File: config.mk
export PLATFORM = sky130hd
export DESIGN_NAME = spi_master_ctrl
export DESIGN_NICKNAME = d
export VERILOG_FILES = /design/src/rtl/spi_pkg.sv /design/src/rtl/spi_clk_gen.sv /design/src/rtl/spi_master_ctrl.sv
export SDC_FILE = /design/constraint.sdc
export NUM_CORES = 1
export LEC_CHECK = 0
export ABC_CLOCK_PERIOD_IN_PS = 3150
export CAP_MARGIN = 20
export CORE_UTILIZATION = 42
export DETAILED_ROUTE_END_ITERATION = 8
export MAX_ROUTING_LAYER = met4
export PLACE_DENSITY = 0.71
export RECOVER_POWER = 25
export SETUP_SLACK_MARGIN = 0.02
export SLEW_MARGIN = 20
export SYNTH_ARGS = -nofsm -noshare
export SYNTH_HDL_FRONTEND = slang
export SYNTH_SLANG_ARGS = --single-unit
File: constraint.sdc
create_clock -name clk -period 3.15 [get_ports clk]
set_clock_uncertainty 0.15 [all_clocks]
set_input_delay 0.63 -clock clk [delete_from_list [all_inputs] [get_ports clk]]
set_output_delay 0.63 -clock clk [all_outputs]
set_load 0.03 [all_outputs]
File: src/rtl/spi_pkg.sv
// Shared types for the SPI master controller: FSM states and SPI mode encoding.
package spi_pkg;

    typedef enum logic [1:0] {
        IDLE,
        SETUP,
        SHIFT,
        HOLD
    } state_t;

    typedef struct packed {
        logic cpol;
        logic cpha;
    } spi_mode_t;

    localparam spi_mode_t MODE0 = 2'b00;
    localparam spi_mode_t MODE1 = 2'b01;
    localparam spi_mode_t MODE2 = 2'b10;
    localparam spi_mode_t MODE3 = 2'b11;

endpackage

File: src/rtl/spi_clk_gen.sv
// Half-period tick generator: one-cycle tick every (div+1) clk cycles while enabled.
module spi_clk_gen
    import spi_pkg::*;
#(
    parameter int DIV_W = 8
) (
    input  logic             clk,
    input  logic             reset,
    input  logic             enable,
    input  logic             load,
    input  logic [DIV_W-1:0] div,
    output logic             tick
);

    logic [DIV_W-1:0] cnt;
    logic [DIV_W-1:0] reload;

    // Down-counter reloaded on accept and on every tick, so each sclk edge is spaced evenly.
    always_ff @(posedge clk) begin
        if (!reset) begin
            cnt    <= '0;
            reload <= '0;
        end else if (load) begin
            cnt    <= div;
            reload <= div;
        end else if (enable) begin
            if (cnt == '0) begin
                cnt <= reload;
            end else begin
                cnt <= cnt - 1'b1;
            end
        end
    end

    assign tick = enable && (cnt == '0);

endmodule

File: src/rtl/spi_master_ctrl.sv
// SPI master controller: start/ready host handshake, all four CPOL/CPHA modes,
// runtime divider, MSB/LSB-first ordering and one-hot active-low slave selects.
module spi_master_ctrl
    import spi_pkg::*;
#(
    parameter int DATA_W = 8,
    parameter int NUM_SS = 4,
    parameter int DIV_W  = 8,
    localparam int SS_W  = (NUM_SS > 1) ? $clog2(NUM_SS) : 1
) (
    input  logic              clk,
    input  logic              reset,
    input  logic              start,
    output logic              ready,
    output logic              busy,
    input  logic              cpol,
    input  logic              cpha,
    input  logic              lsb_first,
    input  logic [DIV_W-1:0]  div,
    input  logic [SS_W-1:0]   ss_sel,
    input  logic [DATA_W-1:0] tx_data,
    output logic [DATA_W-1:0] rx_data,
    output logic              rx_valid,
    output logic              sclk,
    output logic              mosi,
    output logic [NUM_SS-1:0] ss_n,
    input  logic              miso
);

    localparam int EDGES = 2 * DATA_W;
    localparam int CNT_W = $clog2(2 * DATA_W + 1);

    state_t            state;
    spi_mode_t         mode;
    logic              lsb_q;
    logic              idle_q;
    logic [DATA_W-1:0] tx_sh;
    logic [DATA_W-1:0] rx_sh;
    logic [CNT_W-1:0]  edge_cnt;

    logic              tick;
    logic              accept;
    logic [NUM_SS-1:0] ss_dec;
    logic              tx_first;
    logic [DATA_W-1:0] tx_data_nxt;
    logic              tx_cur;
    logic [DATA_W-1:0] tx_sh_nxt;
    logic [DATA_W-1:0] rx_sh_nxt;
    logic              lead;
    logic              do_sample;
    logic              last_edge;

    // ready is forced low while reset is held so nothing can be accepted during reset
    assign ready  = idle_q & reset;
    assign busy   = ~idle_q;
    assign accept = start & ready;

    spi_clk_gen #(
        .DIV_W (DIV_W)
    ) u_clk_gen (
        .clk    (clk),
        .reset  (reset),
        .enable (state != IDLE),
        .load   (accept),
        .div    (div),
        .tick   (tick)
    );

    // Decode the requested slave; out-of-range selects leave every line deasserted.
    always_comb begin
        ss_dec = '1;
        for (int i = 0; i < NUM_SS; i++) begin
            if (ss_sel == SS_W'(i)) begin
                ss_dec[i] = 1'b0;
            end
        end
    end

    // Bit-order aware next values for the tx/rx shift registers and edge classification.
    always_comb begin
        tx_first    = lsb_first ? tx_data[0] : tx_data[DATA_W-1];
        tx_data_nxt = lsb_first ? (tx_data >> 1) : (tx_data << 1);
        tx_cur      = lsb_q ? tx_sh[0] : tx_sh[DATA_W-1];
        tx_sh_nxt   = lsb_q ? (tx_sh >> 1) : (tx_sh << 1);
        rx_sh_nxt   = lsb_q ? {miso, rx_sh[DATA_W-1:1]} : {rx_sh[DATA_W-2:0], miso};
        lead        = ~edge_cnt[0];
        do_sample   = lead ^ mode.cpha;
        last_edge   = (edge_cnt == CNT_W'(EDGES - 1));
    end

    // Transfer FSM with registered pin and handshake outputs.
    always_ff @(posedge clk) begin
        if (!reset) begin
            state    <= IDLE;
            idle_q   <= 1'b1;
            mode     <= MODE0;
            lsb_q    <= 1'b0;
            tx_sh    <= '0;
            rx_sh    <= '0;
            edge_cnt <= '0;
            ss_n     <= '1;
            sclk     <= 1'b0;
            mosi     <= 1'b0;
            rx_data  <= '0;
            rx_valid <= 1'b0;
        end else begin
            rx_valid <= 1'b0;
            case (state)
                IDLE: begin
                    sclk <= cpol;
                    if (accept) begin
                        state    <= SETUP;
                        idle_q   <= 1'b0;
                        mode     <= '{cpol: cpol, cpha: cpha};
                        lsb_q    <= lsb_first;
                        ss_n     <= ss_dec;
                        edge_cnt <= '0;
                        if (!cpha) begin
                            mosi  <= tx_first;
                            tx_sh <= tx_data_nxt;
                        end else begin
                            tx_sh <= tx_data;
                        end
                    end
                end
                SETUP, SHIFT: begin
                    if (tick) begin
                        sclk     <= ~sclk;
                        edge_cnt <= edge_cnt + 1'b1;
                        if (do_sample) begin
                            rx_sh <= rx_sh_nxt;
                        end else if (!last_edge) begin
                            mosi  <= tx_cur;
                            tx_sh <= tx_sh_nxt;
                        end
                        state <= last_edge ? HOLD : SHIFT;
                    end
                end
                HOLD: begin
                    sclk <= mode.cpol;
                    if (tick) begin
                        state    <= IDLE;
                        idle_q   <= 1'b1;
                        ss_n     <= '1;
                        rx_data  <= rx_sh;
                        rx_valid <= 1'b1;
                        sclk     <= cpol;
                    end
                end
                default: begin
                    state  <= IDLE;
                    idle_q <= 1'b1;
                end
            endcase
        end
    end

endmodule

==> results.toml <==
[critical_path]
worst-r2r-setup-slack_ns = 0.59
ff2ff_path_depth = 8
cp_max_fo = 23
required_ns = 3.26
worst-path-buf-inv = 3
crit_arrival_ns = 2.68
cp.depth = 8
worstSetupPathType = "register to register"
crit_path_end_kind = "register"
slowest_delay_ns = 0.37
cp_top_family = "buffers and inverters"
cp_cell_sequence = "inv_1 > ha_1 > buf_4 > nor4b_1 > clkbuf_1 > nand4_1 > a22oi_1 > mux2i_1"
slowest_stage = "clkbuf_1"
worstSetupStartpointType = "register"

[clock_tree]
cts_sinks = 58
clk_latency_ns = 0.33
cts_tree = "built"
clock_path_buffers = 2
numCtsBuffers = 9
cts_htree_levels = 3
clk_pin_slew_ns = 0.06
root_buffer = "clkbuf_8"
cts_setup_buffers = 0
ctsResizeCount = 0
ctsHoldBuffers = 0

[die]
num_rows = 31
die_width_um = 89.0
core-area_um2 = 7290
die_h_um = 89.0
ios = 42
dieArea_um2 = 7920
start_util_pct = 43.6

[timing]
worst_slack_ns = 0.589
period_minus_slack_ns = 2.56
rsz0062_at_grt = "false"
setup_viol = 0
setup_tns_ns = 0
max_freq_ghz = 0.390
hold_ws_ns = 0.306
finalCritPeriodShare_pct = 81.3
hold_viol = 0
maxSlewViolCount = 0
tightestPinTransition_ns = 0.974
max_slew_margin_pct = 35.0

[yosys]
synth_cell_types = 51
ys.flop_type = "dfxtp_1"
synth.largest_area_cell = "dfxtp_1"
synth_warnings = 0
yosysTopAreaCellShare_pct = 36.5
ys_ff_latch = 58
syn-cell-area_um2 = 3180
synthArstFlopShare_pct = 0
seq_area_frac_synth_pct = 36.5
netlist_instances = 379
syn_avg_cell_area_um2 = 8.39
synth_edf_count = 0
syn-num-nets = 410
synthTopCellsByArea = "dfxtp_1 37%, mux2i_1 8.2%, nand2_1 7.9%"

[min_path]
hold_path_depth = 2
hold_class = "register to register"

[routing]
drt_iter0_markers = 127
first_pass_iters = 4
drc_errors = 0
antenna_left = 0
vias = 2884
avgViaCountPerCell = 5.61
routedWlPerCell_um = 14.8
drt_wl_total_um = 7590

[place]
pre_cts_ws_ns = 0.480
dp_hpwl_um = 5230
gp_congestion = 0.855
io_buffers = 41
place_area_um2 = 3670
placed_cells = 501

[grt]
track_usage_pct = 21.2
overflow = 0
grt_start_max_net_pins = 36
antenna_found_initial = 0
grt_pass1_vias = 2621
grt.busiest_layer = "met2"
grt_pass1_wl_um = 12400
use_met3_pct = 4.99
globalRouteMet1Util_pct = 26.1
grt_util_met2_pct = 33.1

[power_and_ir_drop]
power_mw = 1.84
p_int_mw = 1.28
vdd_drop_max_v = 0.000196
switching_share_pct = 30.6
leakagePower_nw = 1.45
power_frac_comb_pct = 24.0
clock_power_share_pct = 31.3
power_frac_seq_pct = 44.6
power_density_nw_per_um2 = 484
p_switching_uw = 564

[finish]
drive_gt1_share_pct = 6.02
final_core_util_pct = 52.2
diodes = 0
fin_nets = 444
stdcell_count = 514
syn_to_final_growth_pct = 19.7
final_area_um2 = 3800

[job]
timing.max_cap.violations = 0

[outcome]
status = "finished clean"
state kept, by name, indices dropped and copies added (netlist names):
register and count:
edge_cnt 5, mode 2, tx_sh 8, sclk 1, lsb_q 1, ss_n 4
idle_q 1, u_clk_gen.cnt 8, rx_data 8, rx_valid 1, u_clk_gen.reload 8, state 2
rx_sh 8, mosi 1
cells by family (layout without fill, tap and decap cells):
| kind of cell | Yosys count | after routing | share of synthesized area [%] |
|---|---|---|---|
| and+or+nand+nor | 141 | 141 | 22.6 |
| AOI/OAI and AO/OA | 105 | 105 | 23.7 |
| adders and majority gates | 6 | 6 | 2.36 |
| muxes | 27 | 27 | 8.54 |
| DFF | 58 | 58 | 36.5 |
| xor gates and xnor gates | 5 | 5 | 1.38 |
| buffers and inverters | 37 | 73 | 4.80 |
placed cells by master (no fill, tap or decap), drive strengths merged, types with 8 or more instances in the layout:
cell           count
nor2               8
nor3              11
nand2             67
a21boi            28
nand3             15
inv                8
dfxtp             58
o21ai             20
buf                9
clkdlybuf4s50     37
mux2i             26
clkbuf            15
a21oi              8
o211a              8
o211ai            15
cell type report:
class | instances | area [um2]
fillers | 745 | 3490
multi-input cells | 284 | 1850
flip-flops and latches | 58 | 1160
repair buffers | 51 | 475
clock buffers | 13 | 159
well taps | 99 | 124
inverters | 9 | 33.8
worst paths after layout:
check | from | endpoint
worst max-delay path | state[1]$_SDFFE_PN0P_ | mosi$_SDFFE_PN0P_
worst min-delay path | mosi$_SDFFE_PN0P_ | mosi$_SDFFE_PN0P_
worst max register to register | state[1]$_SDFFE_PN0P_ | mosi$_SDFFE_PN0P_
worst min register to register | mosi$_SDFFE_PN0P_ | mosi$_SDFFE_PN0P_
cells in the mapped netlist, types with 11 or more instances:
master / n
a21boi_0: 28
nand3_1: 15
clkbuf_1: 21
o21ai_0: 19
dfxtp_1: 58
nand2_1: 67
nor3_1: 11
o211ai_1: 15
mux2i_1: 26
metal layers:
metal  part of all wire [%]  up-vias  routed length [um]
met4                    1.9        0                 141
met2                     46       72                3490
met3                    5.7       10                 429
li1                       -     1448                   -
met1                     47     1354                3530
met5                      0        -                   0
power groups by stage:
stage                     combinational, mW  clock (mW)  sequential (mW)
final                                 0.443       0.578            0.823
after global routing                  0.488       0.627            0.829
after CTS                             0.446       0.595            0.823
after detailed placement              0.444           0            0.839
after global placement                0.438           0            0.838
after floorplan                       0.311           0            0.831
tightest hold or removal path, stage by stage, from the launching register on:
cell	delay, ns
dfxtp_1	0.31
nand2_1	0.05
mux2i_1	0.05
Note: power is estimated with default switching activity, not from simulation.
